[config.mk]
export PLATFORM = sky130hd
export DESIGN_NAME = m_unit_iter
export DESIGN_NICKNAME = d
export VERILOG_FILES = /design/src/rtl/rv32i_types.sv /design/src/rtl/m_div_core.sv /design/src/rtl/m_unit_iter.sv
export SDC_FILE = /design/constraint.sdc
export NUM_CORES = 1
export LEC_CHECK = 0
export ABC_AREA = 1
export BUFFER_PORTS_ARGS = -buffer_cell sky130_fd_sc_hd__buf_4
export CAP_MARGIN = 40
export CORE_UTILIZATION = 35
export CTS_CLUSTER_DIAMETER = 40
export DETAILED_ROUTE_END_ITERATION = 7
export PLACE_DENSITY = 0.54
export SETUP_SLACK_MARGIN = 0.15
export SLEW_MARGIN = 20
export SYNTH_ARGS = -nofsm -noshare
export SYNTH_HDL_FRONTEND = slang
export SYNTH_HIERARCHICAL = 1
export SYNTH_SLANG_ARGS = --single-unit
[constraint.sdc]
create_clock -name clk -period 3.35 [get_ports clk]
set_input_delay 0.67 -clock clk [delete_from_list [all_inputs] [get_ports clk]]
set_output_delay 0.67 -clock clk [all_outputs]
set_load 0.01 [all_outputs]
[src/rtl/rv32i_types.sv]
// Shared RV32/RV64 M-extension types: funct3 op encoding, iterative unit
// FSM states and width-independent helpers.
package rv32i_types;

  localparam int unsigned M_FUNCT3_W = 3;

  typedef enum logic [2:0] {
    M_MUL    = 3'b000,
    M_MULH   = 3'b001,
    M_MULHSU = 3'b010,
    M_MULHU  = 3'b011,
    M_DIV    = 3'b100,
    M_DIVU   = 3'b101,
    M_REM    = 3'b110,
    M_REMU   = 3'b111
  } m_funct3_t;

  typedef enum logic [1:0] {
    IDLE = 2'd0,
    RUN  = 2'd1,
    FIX  = 2'd2,
    DONE = 2'd3
  } m_state_t;

  // Operand signedness {rs1 signed, rs2 signed}. Low mul is classed as signed
  // because its result does not depend on signedness.
  function automatic logic [1:0] op_signs(input logic [2:0] f);
    logic [1:0] s;
    case (f)
      M_MUL, M_MULH, M_DIV, M_REM: s = 2'b11;
      M_MULHSU:                    s = 2'b10;
      M_MULHU, M_DIVU, M_REMU:     s = 2'b00;
      default:                     s = 2'b00;
    endcase
    return s;
  endfunction

endpackage

[src/rtl/m_div_core.sv]
// Restoring unsigned divider, DIV_BPC quotient bits per busy cycle.
// start loads magnitudes; done is high during the final step cycle; quot and
// rem hold their final values until the next start.
module m_div_core #(
  parameter int unsigned XLEN    = 32,
  parameter int unsigned DIV_BPC = 1
) (
  input  logic            clk,
  input  logic            rst,
  input  logic            abort,
  input  logic            start,
  input  logic [XLEN-1:0] dividend,
  input  logic [XLEN-1:0] divisor,
  output logic            busy,
  output logic            done,
  output logic [XLEN-1:0] quot,
  output logic [XLEN-1:0] rem
);

  localparam int unsigned CW = $clog2(XLEN) + 1;
  localparam logic [CW-1:0] STEPS   = CW'(XLEN / DIV_BPC);
  localparam logic [CW-1:0] CNT_ONE = CW'(1'b1);

  logic [XLEN-1:0] quot_r, rem_r, divisor_r;
  logic [XLEN-1:0] quot_nxt_s, rem_nxt_s;
  logic [XLEN:0]   shift_s, diff_s;
  logic [CW-1:0]   cnt_r;
  logic            busy_r;

  // DIV_BPC restoring steps: shift in next dividend bit, subtract if it fits
  always_comb begin
    quot_nxt_s = quot_r;
    rem_nxt_s  = rem_r;
    shift_s    = {(XLEN+1){1'b0}};
    diff_s     = {(XLEN+1){1'b0}};
    for (int i = 0; i < int'(DIV_BPC); i++) begin
      shift_s = {rem_nxt_s, quot_nxt_s[XLEN-1]};
      diff_s  = shift_s - {1'b0, divisor_r};
      if (!diff_s[XLEN]) begin
        rem_nxt_s  = diff_s[XLEN-1:0];
        quot_nxt_s = {quot_nxt_s[XLEN-2:0], 1'b1};
      end else begin
        rem_nxt_s  = shift_s[XLEN-1:0];
        quot_nxt_s = {quot_nxt_s[XLEN-2:0], 1'b0};
      end
    end
  end

  // Divider iteration registers and step counter
  always_ff @(posedge clk) begin
    if (rst) begin
      quot_r    <= {XLEN{1'b0}};
      rem_r     <= {XLEN{1'b0}};
      divisor_r <= {XLEN{1'b0}};
      cnt_r     <= {CW{1'b0}};
      busy_r    <= 1'b0;
    end else if (abort) begin
      busy_r <= 1'b0;
    end else if (start) begin
      quot_r    <= dividend;
      rem_r     <= {XLEN{1'b0}};
      divisor_r <= divisor;
      cnt_r     <= STEPS;
      busy_r    <= 1'b1;
    end else if (busy_r) begin
      quot_r <= quot_nxt_s;
      rem_r  <= rem_nxt_s;
      cnt_r  <= cnt_r - CNT_ONE;
      busy_r <= (cnt_r != CNT_ONE);
    end
  end

  assign busy = busy_r;
  assign done = busy_r && (cnt_r == CNT_ONE);
  assign quot = quot_r;
  assign rem  = rem_r;

endmodule

[src/rtl/m_unit_iter.sv]
// Iterative RV32M/RV64M execute unit (MUL..REMU) with valid/ready request,
// held response and flush. Optional result cache: define M_RESULT_CACHE_EN.
module m_unit_iter
  import rv32i_types::*;
#(
  parameter int unsigned XLEN    = 32,
  parameter int unsigned MUL_BPC = 2,
  parameter int unsigned DIV_BPC = 1
) (
  input  logic                  clk,
  input  logic                  rst,
  input  logic                  flush,
  input  logic                  req_valid,
  output logic                  req_ready,
  input  logic [M_FUNCT3_W-1:0] funct3,
  input  logic [XLEN-1:0]       a,
  input  logic [XLEN-1:0]       b,
  output logic                  resp_valid,
  input  logic                  resp_ready,
  output logic [XLEN-1:0]       resp_data
);

  localparam int unsigned CW = $clog2(XLEN) + 1;
  localparam logic [CW-1:0]   MUL_N   = CW'(XLEN / MUL_BPC);
  localparam logic [CW-1:0]   DIV_N   = CW'(XLEN / DIV_BPC);
  localparam logic [CW-1:0]   CNT_ONE = CW'(1'b1);
  localparam logic [XLEN-1:0] X_ZERO  = {XLEN{1'b0}};
  localparam logic [XLEN-1:0] X_ONES  = {XLEN{1'b1}};
  localparam logic [XLEN-1:0] X_MIN   = {1'b1, {(XLEN-1){1'b0}}};

  // Pick the architectural result of an op from fixed-up datapath values
  function automatic logic [XLEN-1:0] sel_result(input logic [2:0] f,
                                                  input logic [2*XLEN-1:0] p,
                                                  input logic [XLEN-1:0] q,
                                                  input logic [XLEN-1:0] r);
    logic [XLEN-1:0] res;
    case (f)
      M_MUL:                     res = p[XLEN-1:0];
      M_MULH, M_MULHSU, M_MULHU: res = p[2*XLEN-1:XLEN];
      M_DIV, M_DIVU:             res = q;
      M_REM, M_REMU:             res = r;
      default:                   res = X_ZERO;
    endcase
    return res;
  endfunction

  m_state_t          state_r, state_nxt_s;
  logic [2:0]        op_r;
  logic              neg_r, rneg_r;
  logic [CW-1:0]     cnt_r;
  logic [XLEN-1:0]   mcand_r;
  logic [2*XLEN-1:0] prod_r;
  logic [XLEN-1:0]   resp_data_r;
  logic              req_ready_r, resp_valid_r;

  logic              accept_s, fast_s, div_start_s, run_last_s, fix_done_s;
  logic [1:0]        sgn_s;
  logic              a_neg_s, b_neg_s;
  logic [XLEN-1:0]   a_mag_s, b_mag_s;
  logic              div_zero_s, div_ovf_s, special_s;
  logic [XLEN-1:0]   special_res_s, fast_res_s, fix_res_s;
  logic              hit_s;
  logic [XLEN-1:0]   hit_res_s;
  logic [XLEN+MUL_BPC-1:0] mcand_ext_s, digit_ext_s, mul_sum_s;
  logic [2*XLEN-1:0] prod_fix_s;
  logic [XLEN-1:0]   quot_fix_s, rem_fix_s;
  logic              div_busy_s, div_done_s;
  logic [XLEN-1:0]   div_quot_s, div_rem_s;

  // Request decode: signs, magnitudes and the divide corner cases
  assign sgn_s      = op_signs(funct3);
  assign a_neg_s    = sgn_s[1] & a[XLEN-1];
  assign b_neg_s    = sgn_s[0] & b[XLEN-1];
  assign a_mag_s    = a_neg_s ? (X_ZERO - a) : a;
  assign b_mag_s    = b_neg_s ? (X_ZERO - b) : b;
  assign div_zero_s = funct3[2] && (b == X_ZERO);
  assign div_ovf_s  = funct3[2] && sgn_s[0] && (a == X_MIN) && (b == X_ONES);
  assign special_s  = div_zero_s || div_ovf_s;

  // Fixed results for divide-by-zero and signed overflow
  always_comb begin
    special_res_s = X_ZERO;
    if (div_zero_s) begin
      if (funct3[1]) special_res_s = a;
      else           special_res_s = X_ONES;
    end else if (div_ovf_s) begin
      if (funct3[1]) special_res_s = X_ZERO;
      else           special_res_s = X_MIN;
    end else begin
      special_res_s = X_ZERO;
    end
  end

  assign fast_res_s = special_s ? special_res_s : hit_res_s;

  // Shift-add multiplier step: multiplier sits in the low half of prod_r
  assign mcand_ext_s = {{MUL_BPC{1'b0}}, mcand_r};
  assign digit_ext_s = {{XLEN{1'b0}}, prod_r[MUL_BPC-1:0]};
  assign mul_sum_s   = {{MUL_BPC{1'b0}}, prod_r[2*XLEN-1:XLEN]} + (mcand_ext_s * digit_ext_s);

  // Sign fix-up applied in FIX
  assign prod_fix_s = neg_r  ? ({(2*XLEN){1'b0}} - prod_r) : prod_r;
  assign quot_fix_s = neg_r  ? (X_ZERO - div_quot_s) : div_quot_s;
  assign rem_fix_s  = rneg_r ? (X_ZERO - div_rem_s)  : div_rem_s;
  assign fix_res_s  = sel_result(op_r, prod_fix_s, quot_fix_s, rem_fix_s);
  assign fix_done_s = (state_r == FIX) && !flush;

  // Leave RUN on the last step; an idle divider also ends the op so it cannot hang
  assign run_last_s = op_r[2] ? (div_done_s || !div_busy_s) : (cnt_r == CNT_ONE);

  m_div_core #(.XLEN(XLEN), .DIV_BPC(DIV_BPC)) u_div (
    .clk      (clk),
    .rst      (rst),
    .abort    (flush),
    .start    (div_start_s),
    .dividend (a_mag_s),
    .divisor  (b_mag_s),
    .busy     (div_busy_s),
    .done     (div_done_s),
    .quot     (div_quot_s),
    .rem      (div_rem_s)
  );

  // FSM state register
  always_ff @(posedge clk) begin
    if (rst) state_r <= IDLE;
    else     state_r <= state_nxt_s;
  end

  // Next state, accept and fast-path decode; flush overrides everything
  always_comb begin
    state_nxt_s = state_r;
    accept_s    = 1'b0;
    fast_s      = 1'b0;
    div_start_s = 1'b0;
    if (flush) begin
      state_nxt_s = IDLE;
    end else begin
      case (state_r)
        IDLE: begin
          if (req_valid && req_ready_r) begin
            accept_s = 1'b1;
            if (special_s || hit_s) begin
              fast_s      = 1'b1;
              state_nxt_s = DONE;
            end else begin
              div_start_s = funct3[2];
              state_nxt_s = RUN;
            end
          end else begin
            state_nxt_s = IDLE;
          end
        end
        RUN: begin
          if (run_last_s) state_nxt_s = FIX;
          else            state_nxt_s = RUN;
        end
        FIX:  state_nxt_s = DONE;
        DONE: begin
          if (resp_ready) state_nxt_s = IDLE;
          else            state_nxt_s = DONE;
        end
        default: state_nxt_s = IDLE;
      endcase
    end
  end

  // Operand capture on accept and multiplier iteration during RUN
  always_ff @(posedge clk) begin
    if (rst) begin
      op_r    <= 3'b000;
      neg_r   <= 1'b0;
      rneg_r  <= 1'b0;
      cnt_r   <= {CW{1'b0}};
      mcand_r <= X_ZERO;
      prod_r  <= {(2*XLEN){1'b0}};
    end else if (accept_s) begin
      op_r    <= funct3;
      neg_r   <= a_neg_s ^ b_neg_s;
      rneg_r  <= a_neg_s;
      cnt_r   <= funct3[2] ? DIV_N : MUL_N;
      mcand_r <= a_mag_s;
      prod_r  <= {X_ZERO, b_mag_s};
    end else if (state_r == RUN) begin
      cnt_r <= cnt_r - CNT_ONE;
      if (!op_r[2]) prod_r <= {mul_sum_s, prod_r[XLEN-1:MUL_BPC]};
    end
  end

  // Registered handshake outputs and held response data
  always_ff @(posedge clk) begin
    if (rst) begin
      req_ready_r  <= 1'b1;
      resp_valid_r <= 1'b0;
      resp_data_r  <= X_ZERO;
    end else begin
      req_ready_r  <= (state_nxt_s == IDLE);
      resp_valid_r <= (state_nxt_s == DONE);
      if (fast_s)          resp_data_r <= fast_res_s;
      else if (fix_done_s) resp_data_r <= fix_res_s;
    end
  end

`ifdef M_RESULT_CACHE_EN
  logic              c_valid_r, c_div_r;
  logic [1:0]        c_sgn_r;
  logic [XLEN-1:0]   c_a_r, c_b_r, c_quot_r, c_rem_r, a_r, b_r;
  logic [2*XLEN-1:0] c_prod_r;

  // Raw operand copy used as the cache tag when the op completes
  always_ff @(posedge clk) begin
    if (rst) begin
      a_r <= X_ZERO;
      b_r <= X_ZERO;
    end else if (accept_s) begin
      a_r <= a;
      b_r <= b;
    end
  end

  // Single-entry result cache, refilled by every normal completion
  always_ff @(posedge clk) begin
    if (rst) begin
      c_valid_r <= 1'b0;
      c_div_r   <= 1'b0;
      c_sgn_r   <= 2'b00;
      c_a_r     <= X_ZERO;
      c_b_r     <= X_ZERO;
      c_prod_r  <= {(2*XLEN){1'b0}};
      c_quot_r  <= X_ZERO;
      c_rem_r   <= X_ZERO;
    end else if (fix_done_s) begin
      c_valid_r <= 1'b1;
      c_div_r   <= op_r[2];
      c_sgn_r   <= op_signs(op_r);
      c_a_r     <= a_r;
      c_b_r     <= b_r;
      c_prod_r  <= prod_fix_s;
      c_quot_r  <= quot_fix_s;
      c_rem_r   <= rem_fix_s;
    end
  end

  assign hit_s = c_valid_r && (a == c_a_r) && (b == c_b_r) &&
                 (funct3[2] == c_div_r) && (sgn_s == c_sgn_r);
  assign hit_res_s = sel_result(funct3, c_prod_r, c_quot_r, c_rem_r);
`else
  assign hit_s     = 1'b0;
  assign hit_res_s = X_ZERO;
`endif

  assign req_ready  = req_ready_r;
  assign resp_valid = resp_valid_r;
  assign resp_data  = resp_data_r;

endmodule
==> flow_summary.html, run 1 <==
<table>
<tr><th>Metric</th><th>Value</th></tr>
<tr><th colspan="2">Clock tree</th></tr>
<tr><td>Clock-pin transition on the worst setup and hold timing paths</td><td>0.05 ns</td></tr>
<tr><td>Maximum level of the CTS H-tree</td><td>2</td></tr>
<tr><td>Number of gates given a new drive strength after cts</td><td>0</td></tr>
<tr><td>Later-pin clock latency in the skew report</td><td>0.59 ns</td></tr>
<tr><td>Number of clock sinks</td><td>246</td></tr>
<tr><td>Master cell of the clock root buffer</td><td>sky130_fd_sc_hd__clkbuf_16</td></tr>
<tr><td>Clock Tree Buf Depth</td><td>3</td></tr>
<tr><td>TritonCTS clock tree</td><td>yes</td></tr>
<tr><td>Number of buffers added to fix hold violations after cts</td><td>0</td></tr>
<tr><td>Number of buffers added for setup after CTS</td><td>0</td></tr>
<tr><td>Clock buffer count from CTS</td><td>46</td></tr>
<tr><th colspan="2">Worst setup path</th></tr>
<tr><td>Worst path required time</td><td>3.82 ns</td></tr>
<tr><td>Category of cells accounting for the largest share of critical-path delay</td><td>adder cells</td></tr>
<tr><td>Most numerous cell on the critical path</td><td>sky130_fd_sc_hd__nand2_1</td></tr>
<tr><td>Category of the most critical setup path</td><td>reg2reg</td></tr>
<tr><td>Worst-path fanout max</td><td>14</td></tr>
<tr><td>Worst reg-to-reg setup slack</td><td>0.29 ns</td></tr>
<tr><td>Worst endpoint data arrival time</td><td>3.53 ns</td></tr>
<tr><td>Startpoint types</td><td>flip-flop</td></tr>
<tr><td>Delay of the slowest cell on the worst path</td><td>0.57 ns</td></tr>
<tr><td>Cell chain of the critical path</td><td>buf_12 &gt; buf_4 &gt; nand2_1 &gt; fa_1 &gt; inv_1 &gt; ha_1 &gt; a21o_1 &gt; o21bai_1 &gt; a21oi_1 &gt; nor2_1 &gt; nor2_1 &gt; nand2_1 &gt; nand2_1 &gt; nand2_1 &gt; o21ai_0 &gt; inv_1</td></tr>
<tr><td>Cell with the largest stage delay on the worst path</td><td>sky130_fd_sc_hd__fa_1</td></tr>
<tr><td>Count of buffering cells on the critical path with inverters included</td><td>4</td></tr>
<tr><td>Category of the worst setup path capture point</td><td>flip-flop</td></tr>
<tr><th colspan="2">Routing</th></tr>
<tr><td>Drt via density</td><td>5.161</td></tr>
<tr><td>Detailed route wirelength on metal2</td><td>44.66 mm</td></tr>
<tr><td>Final routed wire length divided by cell count</td><td>19.66 microns</td></tr>
<tr><td>M1 WL</td><td>43.19 mm</td></tr>
<tr><td>Pre-antenna DRT Iters</td><td>6</td></tr>
<tr><td>Total Wirelength</td><td>97.43 mm</td></tr>
<tr><td>Antenna-violating nets left</td><td>0</td></tr>
<tr><td>Met3 wire len</td><td>6.070 mm</td></tr>
<tr><td>Uppermost layer routed</td><td>met4</td></tr>
<tr><td>Total number of vias</td><td>25,570</td></tr>
<tr><td>DRC Markers</td><td>0</td></tr>
<tr><td>DRC marker count from the first detailed-route iteration</td><td>2,216</td></tr>
<tr><th colspan="2">Floorplan</th></tr>
<tr><td>Die Outline Area</td><td>66,620 sq um</td></tr>
<tr><td>Core ar.</td><td>64,580 sq um</td></tr>
<tr><td>Cell Rows</td><td>93</td></tr>
<tr><td>Horizontal die dimension</td><td>258.1 microns</td></tr>
<tr><td>I/O pin count</td><td>106</td></tr>
<tr><td>Vertical die dimension</td><td>258.1 microns</td></tr>
<tr><td>Starting Density</td><td>35.55%</td></tr>
<tr><th colspan="2">Final layout</th></tr>
<tr><td>Area growth, synth to finish</td><td>16.06%</td></tr>
<tr><td>Net count reported at finish</td><td>4,244</td></tr>
<tr><td>Final cell count without fillers</td><td>4,955</td></tr>
<tr><td>Final design utilization</td><td>41.26%</td></tr>
<tr><td>Share of layout cells above drive strength 1</td><td>10.54%</td></tr>
<tr><td>Number of antenna cells inserted</td><td>0</td></tr>
<tr><td>Post-Layout Inst Area</td><td>26,640 sq um</td></tr>
<tr><th colspan="2">Logic synthesis</th></tr>
<tr><td>Yosys warnings</td><td>6</td></tr>
<tr><td>Number of unique standard cell types used by synthesis</td><td>55</td></tr>
<tr><td>Cell count after synthesis</td><td>3,956</td></tr>
<tr><td>Per-instance average area after synthesis</td><td>5.803 sq um</td></tr>
<tr><td>Share of Yosys cell area claimed by the top area cell type</td><td>21.45%</td></tr>
<tr><td>Post-synth design cell area</td><td>22,960 sq um</td></tr>
<tr><td>Share of synthesized area occupied by flip-flops and latches</td><td>21.45%</td></tr>
<tr><td>Share of synthesized registers carrying an async set or reset</td><td>0%</td></tr>
<tr><td>Cell types with the largest area share after synthesis</td><td>sky130_fd_sc_hd__dfxtp_1 (21%), sky130_fd_sc_hd__nand2_1 (19%), sky130_fd_sc_hd__inv_1 (9.4%)</td></tr>
<tr><td>Post-synthesis register bit count</td><td>246</td></tr>
<tr><td>Top cell type by total area after synthesis</td><td>sky130_fd_sc_hd__dfxtp_1</td></tr>
<tr><td>Syn_nets</td><td>4,136</td></tr>
<tr><td>Predominant post-synthesis flop cell</td><td>sky130_fd_sc_hd__dfxtp_1</td></tr>
<tr><td>EDFF count, synth</td><td>0</td></tr>
<tr><th colspan="2">Timing</th></tr>
<tr><td>Part of the cycle the worst path needs</td><td>91.35%</td></tr>
<tr><td>Setup Total Neg Slack</td><td>0 ns</td></tr>
<tr><td>Relative slew slack</td><td>48.66%</td></tr>
<tr><td>Max Clock Skew</td><td>0.02093 ns</td></tr>
<tr><td>Worst Tran Pin Value</td><td>0.7621 ns</td></tr>
<tr><td>Setup repair after global routing missed its margin</td><td>true</td></tr>
<tr><td>Number of failing hold endpoints at the final stage</td><td>0</td></tr>
<tr><td>Final worst path period need</td><td>3.060 ns</td></tr>
<tr><td>Number of setup violations in the final report</td><td>0</td></tr>
<tr><td>Maximum clock rate</td><td>326.8 MHz</td></tr>
<tr><td>Max Slew Vio Count</td><td>0</td></tr>
<tr><th colspan="2">Global routing</th></tr>
<tr><td>Total global routing track utilization</td><td>28.67%</td></tr>
<tr><td>Number of antenna violations at the first check in global routing</td><td>1</td></tr>
<tr><td>First-pass GRT wire length</td><td>146.5 mm</td></tr>
<tr><td>Via count of the first global-routing pass</td><td>24,070</td></tr>
<tr><td>Final global-route overflow total</td><td>0</td></tr>
<tr><td>Maximum number of pins on one net before global-route repair</td><td>71</td></tr>
<tr><th colspan="2">Power</th></tr>
<tr><td>Share of power burned in combinational logic</td><td>28.6%</td></tr>
<tr><td>Leak</td><td>13.17 nW</td></tr>
<tr><td>Internal Power</td><td>0.006796 W</td></tr>
<tr><td>Sequential group share of total power</td><td>29.4%</td></tr>
<tr><td>Switching share of total power</td><td>37.89%</td></tr>
<tr><td>Proportion of power drawn by the clock network</td><td>41.9%</td></tr>
<tr><td>Net switching component of the power</td><td>0.004146 W</td></tr>
<tr><td>Ratio of total power to cell area</td><td>410.7 nW/um^2</td></tr>
<tr><td>VDD IR-drop max</td><td>0.0003304 V</td></tr>
<tr><th colspan="2">Placement</th></tr>
<tr><td>GPL Wtd Cong</td><td>1.013</td></tr>
<tr><td>Total cell area at the placement stage</td><td>25,020 sq um</td></tr>
<tr><td>HPWL after DPL</td><td>79.19 mm</td></tr>
<tr><td>Total instance count after detailed placement</td><td>4,869</td></tr>
<tr><td>Total of buffers placed on input and output ports</td><td>105</td></tr>
<tr><th colspan="2">Outcome</th></tr>
<tr><td>Run status</td><td>finished, final reports clean</td></tr>
<tr><th colspan="2">Worst hold path</th></tr>
<tr><td>Worst hold path type</td><td>in2reg</td></tr>
<tr><th colspan="2">Run</th></tr>
<tr><td>Maxcap violations</td><td>0</td></tr>
</table>
per-layer routing:
metal	vias to the layer above	GRT usage, %
met4	0	10.36
met2	823	47.16
met3	146	3.573
met1	11800	38.30
li1	12800	-
met5	-	0
flip-flops by register name (all words and copies together), names as in the netlist:
signal,flops
u_div/busy,1
u_div/quot,32
neg_r,1
state_r,2
rneg_r,1
cnt_r,6
u_div/cnt_r,6
u_div/divisor_r,32
u_div/rem,32
op_r,3
req_ready,1
resp_data,32
resp_valid,1
mcand_r,32
prod_r,64
final timing paths:
kind,from,to,depth (start not counted)
setup / recovery,prod_r[1],prod_r[61],16
hold / removal,rst,prod_r[0],2
setup reg to reg,prod_r[1],prod_r[61],16
hold reg to reg,u_div/divisor_r[2],u_div/divisor_r[2],2
area by class of cell:
cell class	count	area, sq um
clock buffers	55	1256
fillers	7145	37940
flip-flops and latches	246	4936
clock inverters	29	265.3
well taps	855	1070
inverters	591	2218
multi-input cells	2984	15290
repair buffers	195	1612
power by group through the flow:
stage / logic (W) / clock network (W) / registers (W)
after floorplan: 0.00211 / 0 / 0.00319
after global placement: 0.00306 / 0 / 0.00327
after detailed placement: 0.00306 / 0 / 0.00327
after CTS: 0.00308 / 0.00467 / 0.00321
after global routing: 0.00345 / 0.00479 / 0.00323
final: 0.00313 / 0.00459 / 0.00322
cells in the mapped netlist, types with 3 or more instances:
library cell,number
sky130_fd_sc_hd__ha_1,75
sky130_fd_sc_hd__a21boi_0,7
sky130_fd_sc_hd__o21bai_1,9
sky130_fd_sc_hd__o31ai_1,3
sky130_fd_sc_hd__or2_2,7
sky130_fd_sc_hd__clkbuf_1,93
sky130_fd_sc_hd__buf_6,8
sky130_fd_sc_hd__nor3_1,32
sky130_fd_sc_hd__o22ai_1,9
sky130_fd_sc_hd__o21a_1,34
sky130_fd_sc_hd__nor2_2,17
sky130_fd_sc_hd__a31oi_1,50
sky130_fd_sc_hd__nand2_2,22
sky130_fd_sc_hd__buf_2,17
sky130_fd_sc_hd__and3_1,5
sky130_fd_sc_hd__a21oi_1,181
sky130_fd_sc_hd__xor2_1,84
sky130_fd_sc_hd__nand2_1,1191
sky130_fd_sc_hd__nand4_1,61
sky130_fd_sc_hd__nand3_1,276
sky130_fd_sc_hd__dfxtp_1,246
sky130_fd_sc_hd__nand3_2,8
sky130_fd_sc_hd__o211ai_1,10
sky130_fd_sc_hd__nor4_1,4
sky130_fd_sc_hd__o21ai_0,227
sky130_fd_sc_hd__clkinv_1,4
sky130_fd_sc_hd__nand4_2,3
sky130_fd_sc_hd__fa_1,33
sky130_fd_sc_hd__a22o_1,23
sky130_fd_sc_hd__nor2_1,464
sky130_fd_sc_hd__inv_2,13
sky130_fd_sc_hd__o21ai_1,34
sky130_fd_sc_hd__nand3b_1,20
sky130_fd_sc_hd__buf_1,14
sky130_fd_sc_hd__xnor2_1,22
sky130_fd_sc_hd__nand2_4,7
sky130_fd_sc_hd__a21o_1,5
sky130_fd_sc_hd__inv_1,574
sky130_fd_sc_hd__a21oi_2,42
cell usage in the layout, fill, tap and decap left out, types with 5 or more instances in the layout:
cell	instances
sky130_fd_sc_hd__a21boi_0	6
sky130_fd_sc_hd__a21o_1	5
sky130_fd_sc_hd__a21oi_1	173
sky130_fd_sc_hd__a21oi_2	50
sky130_fd_sc_hd__a22o_1	23
sky130_fd_sc_hd__a31oi_1	50
sky130_fd_sc_hd__and3_1	5
sky130_fd_sc_hd__buf_12	9
sky130_fd_sc_hd__buf_4	184
sky130_fd_sc_hd__clkbuf_16	49
sky130_fd_sc_hd__clkbuf_8	5
sky130_fd_sc_hd__clkinvlp_4	9
sky130_fd_sc_hd__dfxtp_1	243
sky130_fd_sc_hd__fa_1	33
sky130_fd_sc_hd__ha_1	72
sky130_fd_sc_hd__inv_1	574
sky130_fd_sc_hd__inv_2	13
sky130_fd_sc_hd__inv_6	7
sky130_fd_sc_hd__nand2_1	1188
sky130_fd_sc_hd__nand2_2	25
sky130_fd_sc_hd__nand2_4	7
sky130_fd_sc_hd__nand3_1	275
sky130_fd_sc_hd__nand3_2	9
sky130_fd_sc_hd__nand3b_1	20
sky130_fd_sc_hd__nand4_1	61
sky130_fd_sc_hd__nor2_1	458
sky130_fd_sc_hd__nor2_2	21
sky130_fd_sc_hd__nor3_1	32
sky130_fd_sc_hd__o211ai_1	10
sky130_fd_sc_hd__o21a_1	34
sky130_fd_sc_hd__o21ai_0	222
sky130_fd_sc_hd__o21ai_1	38
sky130_fd_sc_hd__o21bai_1	9
sky130_fd_sc_hd__o22ai_1	9
sky130_fd_sc_hd__or2_2	7
sky130_fd_sc_hd__xnor2_1	22
sky130_fd_sc_hd__xor2_1	84
kinds of logic after synthesis:
group           synth area share (%)
buf+inv                        12.31
fa+ha+maj                      6.965
simple gates                   38.96
compound gates                 16.27
xor+xnor                       4.044
flops                          21.45
stage by stage:
stage               total power (W)  hold WS, ns  worst slack (ns)
detailed placement         0.006334       0.4546            0.1367
global route                0.01147       0.3940            0.1367
finish                      0.01094       0.3950            0.2897
floorplan                  0.005303       0.4331            0.3352
global placement           0.006335       0.4498            0.1899
CTS                         0.01096       0.3674            0.1904
(Power assumes the default switching activity.)
==> inputs of run 2 (changes only) <==
CORE_MARGIN = 4   (was default)
REMOVE_ABC_BUFFERS = 1   (was default)
==> run 2 against run 1 <==
Compared with the run above:
- maximum frequency barely moved
- register-to-register slack barely moved
- clock skew fell by 0.0052 ns
- critical endpoint is now prod_r[48]
- largest power group unchanged
- highest routed layer unchanged
==> flow_summary.html, run 2 (synthesis gave the netlist of run 1 again) <==
<table>
<tr><th>Metric</th><th>Value</th></tr>
<tr><th colspan="2">Global routing</th></tr>
<tr><td>Via count of the first global-routing pass</td><td>24,370 (+1.3%)</td></tr>
<tr><td>First-pass GRT wire length</td><td>145.2 mm (-0.85%)</td></tr>
<tr><td>Number of antenna violations at the first check in global routing</td><td>1 (unchanged)</td></tr>
<tr><td>Total global routing track utilization</td><td>26.60% (-2.1 points)</td></tr>
<tr><td>Maximum number of pins on one net before global-route repair</td><td>73 (+2.8%)</td></tr>
<tr><td>Final global-route overflow total</td><td>0 (unchanged)</td></tr>
<tr><th colspan="2">Final layout</th></tr>
<tr><td>Multi-input gate area</td><td>15,370 sq um (+0.55%)</td></tr>
<tr><td>Filler Cells Inserted</td><td>7,182 (+0.52%)</td></tr>
<tr><td>Commonest non-fill, non-tap cell in the layout</td><td>sky130_fd_sc_hd__nand2_1</td></tr>
<tr><td>Max FFs per register</td><td>64 (unchanged)</td></tr>
<tr><td>Share of layout cells above drive strength 1</td><td>11.95% (+1.4 points)</td></tr>
<tr><td>FF+latch area</td><td>4932 sq um (about the same)</td></tr>
<tr><td>Register with the most flip-flops</td><td>prod_r</td></tr>
<tr><td>Most used cells in the layout excluding fill and tap cells</td><td>sky130_fd_sc_hd__nand2_1 (1,185), sky130_fd_sc_hd__inv_1 (572), sky130_fd_sc_hd__nor2_1 (453)</td></tr>
<tr><td>Net count reported at finish</td><td>4,275 (+0.73%)</td></tr>
<tr><td>Area growth, synth to finish</td><td>18.91%</td></tr>
<tr><td>Final cell count without fillers</td><td>4,999 (+0.89%)</td></tr>
<tr><td>Final design utilization</td><td>42.19% (+0.94 points)</td></tr>
<tr><td>Post-Layout Inst Area</td><td>27,300 sq um (+2.5%)</td></tr>
<tr><th colspan="2">Worst setup path</th></tr>
<tr><td>Worst-path fanout max</td><td>14 (unchanged)</td></tr>
<tr><td>Launching element of the worst setup path</td><td>prod_r[1]</td></tr>
<tr><td>Worst path required time</td><td>3.85 ns (+0.03 ns)</td></tr>
<tr><td>Destination of the critical timing path</td><td>prod_r[48]</td></tr>
<tr><td>Category of the worst setup path capture point</td><td>flip-flop</td></tr>
<tr><td>Startpoint types</td><td>flip-flop</td></tr>
<tr><td>FF-to-FF Start</td><td>prod_r[1]</td></tr>
<tr><td>Worst reg-to-reg setup slack</td><td>0.29 ns (about the same)</td></tr>
<tr><td>Path depth of the worst reg2reg path</td><td>17 (+1)</td></tr>
<tr><td>Worst endpoint data arrival time</td><td>3.56 ns (+0.03 ns)</td></tr>
<tr><td>Worst reg2reg endpoint</td><td>prod_r[48]</td></tr>
<tr><td>Category of the most critical setup path</td><td>reg2reg</td></tr>
<tr><th colspan="2">Timing</th></tr>
<tr><td>Number of setup violations in the final report</td><td>0 (unchanged)</td></tr>
<tr><td>Setup Total Neg Slack</td><td>0 ns (unchanged)</td></tr>
<tr><td>Relative slew slack</td><td>36.11% (-13 points)</td></tr>
<tr><td>Final worst path period need</td><td>3.057 ns (-0.002993 ns)</td></tr>
<tr><td>Maximum clock rate</td><td>327.1 MHz (about the same)</td></tr>
<tr><td>Final critical-path setup slack</td><td>0.2927 ns (+0.002993 ns)</td></tr>
<tr><td>Worst Tran Pin Value</td><td>0.9484 ns (+0.1863 ns)</td></tr>
<tr><td>Number of failing hold endpoints at the final stage</td><td>0 (unchanged)</td></tr>
<tr><td>Max Clock Skew</td><td>0.01573 ns (-0.005202 ns)</td></tr>
<tr><td>Part of the cycle the worst path needs</td><td>91.26% (about the same)</td></tr>
<tr><td>Setup repair after global routing missed its margin</td><td>true</td></tr>
<tr><td>Max Slew Vio Count</td><td>0 (unchanged)</td></tr>
<tr><th colspan="2">Routing</th></tr>
<tr><td>Drt via density</td><td>5.167 (+0.12%)</td></tr>
<tr><td>DRC marker count from the first detailed-route iteration</td><td>2,269 (+2.4%)</td></tr>
<tr><td>Antenna-violating nets left</td><td>0 (unchanged)</td></tr>
<tr><td>DRC Markers</td><td>0 (unchanged)</td></tr>
<tr><td>Pre-antenna DRT Iters</td><td>6 (unchanged)</td></tr>
<tr><td>Total number of vias</td><td>25,830 (+1.0%)</td></tr>
<tr><td>Final routed wire length divided by cell count</td><td>19.32 microns (-1.7%)</td></tr>
<tr><td>Total Wirelength</td><td>96.60 mm (-0.85%)</td></tr>
<tr><th colspan="2">Clock tree</th></tr>
<tr><td>Maximum level of the CTS H-tree</td><td>2 (unchanged)</td></tr>
<tr><td>TritonCTS clock tree</td><td>yes</td></tr>
<tr><td>Clock Tree Buf Depth</td><td>3 (unchanged)</td></tr>
<tr><td>Master cell of the clock root buffer</td><td>sky130_fd_sc_hd__clkbuf_16</td></tr>
<tr><td>Clock-pin transition on the worst setup and hold timing paths</td><td>0.05 ns (about the same)</td></tr>
<tr><td>Clock buffer count from CTS</td><td>55 (+20%)</td></tr>
<tr><td>Later-pin clock latency in the skew report</td><td>0.61 ns (+0.02 ns)</td></tr>
<tr><td>Number of clock sinks</td><td>246 (unchanged)</td></tr>
<tr><th colspan="2">Power</th></tr>
<tr><td>Internal Power</td><td>0.007566 W (+11%)</td></tr>
<tr><td>Proportion of power drawn by the clock network</td><td>46.8% (+4.9 points)</td></tr>
<tr><td>Sequential group share of total power</td><td>26.7% (-2.7 points)</td></tr>
<tr><td>VDD IR-drop max</td><td>0.0004280 V (+30%)</td></tr>
<tr><td>Switching share of total power</td><td>37.05% (-0.84 points)</td></tr>
<tr><td>Ratio of total power to cell area</td><td>440.3 nW/um^2 (+7.2%)</td></tr>
<tr><td>Net switching component of the power</td><td>0.004453 W (+7.4%)</td></tr>
<tr><td>Leak</td><td>13.49 nW (+2.4%)</td></tr>
<tr><td>Share of power burned in combinational logic</td><td>26.5% (-2.1 points)</td></tr>
<tr><th colspan="2">Floorplan</th></tr>
<tr><td>Horizontal die dimension</td><td>264.1 microns (+2.3%)</td></tr>
<tr><td>I/O pin count</td><td>106 (unchanged)</td></tr>
<tr><td>Die Outline Area</td><td>69,750 sq um (+4.7%)</td></tr>
<tr><td>Core ar.</td><td>64,700 sq um (+0.18%)</td></tr>
<tr><td>Vertical die dimension</td><td>264.1 microns (+2.3%)</td></tr>
<tr><td>Cell Rows</td><td>93 (unchanged)</td></tr>
<tr><td>Starting Density</td><td>35.48% (-0.064 points)</td></tr>
<tr><th colspan="2">Placement</th></tr>
<tr><td>Total instance count after detailed placement</td><td>4,889 (+0.41%)</td></tr>
<tr><td>Total cell area at the placement stage</td><td>25,190 sq um (+0.69%)</td></tr>
<tr><td>Total of buffers placed on input and output ports</td><td>105 (unchanged)</td></tr>
<tr><td>Post-Place Setup Slack</td><td>0.1211 ns (-0.01559 ns)</td></tr>
<tr><td>HPWL after DPL</td><td>78.12 mm (-1.4%)</td></tr>
<tr><td>GPL Wtd Cong</td><td>1.000 (-1.2%)</td></tr>
<tr><th colspan="2">Run</th></tr>
<tr><td>Maxcap violations</td><td>0 (unchanged)</td></tr>
<tr><th colspan="2">Worst hold path</th></tr>
<tr><td>Worst hold path type</td><td>in2reg</td></tr>
<tr><th colspan="2">Outcome</th></tr>
<tr><td>Run status</td><td>finished, final reports clean</td></tr>
</table>
## run 2: changes by cell type in the layout (fill, tap and decap cells not counted), moves of 4 or more
cell	previous run	this run
sky130_fd_sc_hd__nor2_2	21	26
sky130_fd_sc_hd__buf_4	184	204
sky130_fd_sc_hd__clkinv_2	4	8
sky130_fd_sc_hd__a21oi_2	50	57
sky130_fd_sc_hd__inv_8	3	7
sky130_fd_sc_hd__nor2_1	458	453
sky130_fd_sc_hd__a21oi_1	173	166
sky130_fd_sc_hd__clkbuf_16	49	58
## run 2: layout make-up
| class | instances | share of cell area (%) |
|---|---|---|
| Multi-Input combinational cell | 2984 | 56.30 |
| Inverter | 591 | 8.126 |
| Clock inverter | 42 | 1.600 |
| Antenna cell | 2 | 0.01833 |
| Tap cell | 855 | 3.919 |
| Timing Repair Buffer | 217 | 6.527 |
| Sequential cell | 246 | 18.07 |
| Clock buffer | 62 | 5.440 |
## run 2: worst min-delay path by stage
stage	start	end	slack [ns]	cells after the start
2_1_floorplan	u_div/divisor_r[10]	u_div/divisor_r[10]	0.44	2
3_3_place_gp	u_div/divisor_r[5]	u_div/divisor_r[5]	0.46	2
3_5_place_dp	u_div/divisor_r[5]	u_div/divisor_r[5]	0.46	2
4_1_cts	funct3[0]	op_r[0]	0.36	3
5_1_grt	funct3[0]	op_r[0]	0.40	3
6_report	funct3[0]	op_r[0]	0.39	3
## run 2: layer usage
layer  track usage (%)  wire length [microns]  vias to the layer above
li1                  -                      -                    12890
met1             34.65                  41700                    11900
met2             43.58                  43790                      832
met3             3.334                   5699                      203
met4             12.99                   5409                        0
met5                 0                      0                        -
## run 2: critical path, stage by stage (launching register included)
cell and delay (ns):
sky130_fd_sc_hd__dfxtp_4 0.39, sky130_fd_sc_hd__buf_12 0.15, sky130_fd_sc_hd__nand2_1 0.07, sky130_fd_sc_hd__fa_1 0.58
sky130_fd_sc_hd__inv_1 0.06, sky130_fd_sc_hd__ha_1 0.27, sky130_fd_sc_hd__nand2_1 0.04, sky130_fd_sc_hd__o21ai_1 0.12
sky130_fd_sc_hd__buf_4 0.15, sky130_fd_sc_hd__inv_1 0.10, sky130_fd_sc_hd__o21ai_4 0.21, sky130_fd_sc_hd__a21oi_2 0.10
sky130_fd_sc_hd__buf_4 0.16, sky130_fd_sc_hd__or2_1 0.22, sky130_fd_sc_hd__nand3_1 0.07, sky130_fd_sc_hd__nand3_1 0.10
sky130_fd_sc_hd__nand2_1 0.11, sky130_fd_sc_hd__inv_1 0.05
## run 2: repair_timing
action | 4_1_cts | 5_1_grt
gates cloned | 0 | 1
resized for setup | 1 | 46
hold buffers | 0 | 0
setup endpoints to repair | 1 | 18
pin swaps | 0 | 4
endpoints found under the hold margin | 0 | 0
setup buffers | 0 | 2
## run 2: through the flow
step                      total power [W]  hold slack, ns
after floorplan                  0.005210          0.4353
after global routing              0.01256          0.3967
after global placement           0.006369          0.4553
final                             0.01202          0.3925
after CTS                         0.01202          0.3646
after detailed placement         0.006368          0.4614
## run 2: power by group through the flow
stage,sequential [W],combinational (W),clock (W)
2_1_floorplan,0.00322,0.00199,0
3_3_place_gp,0.00326,0.00311,0
3_5_place_dp,0.00326,0.00311,0
4_1_cts,0.00320,0.00313,0.00569
5_1_grt,0.00322,0.00352,0.00582
6_report,0.00321,0.00318,0.00563
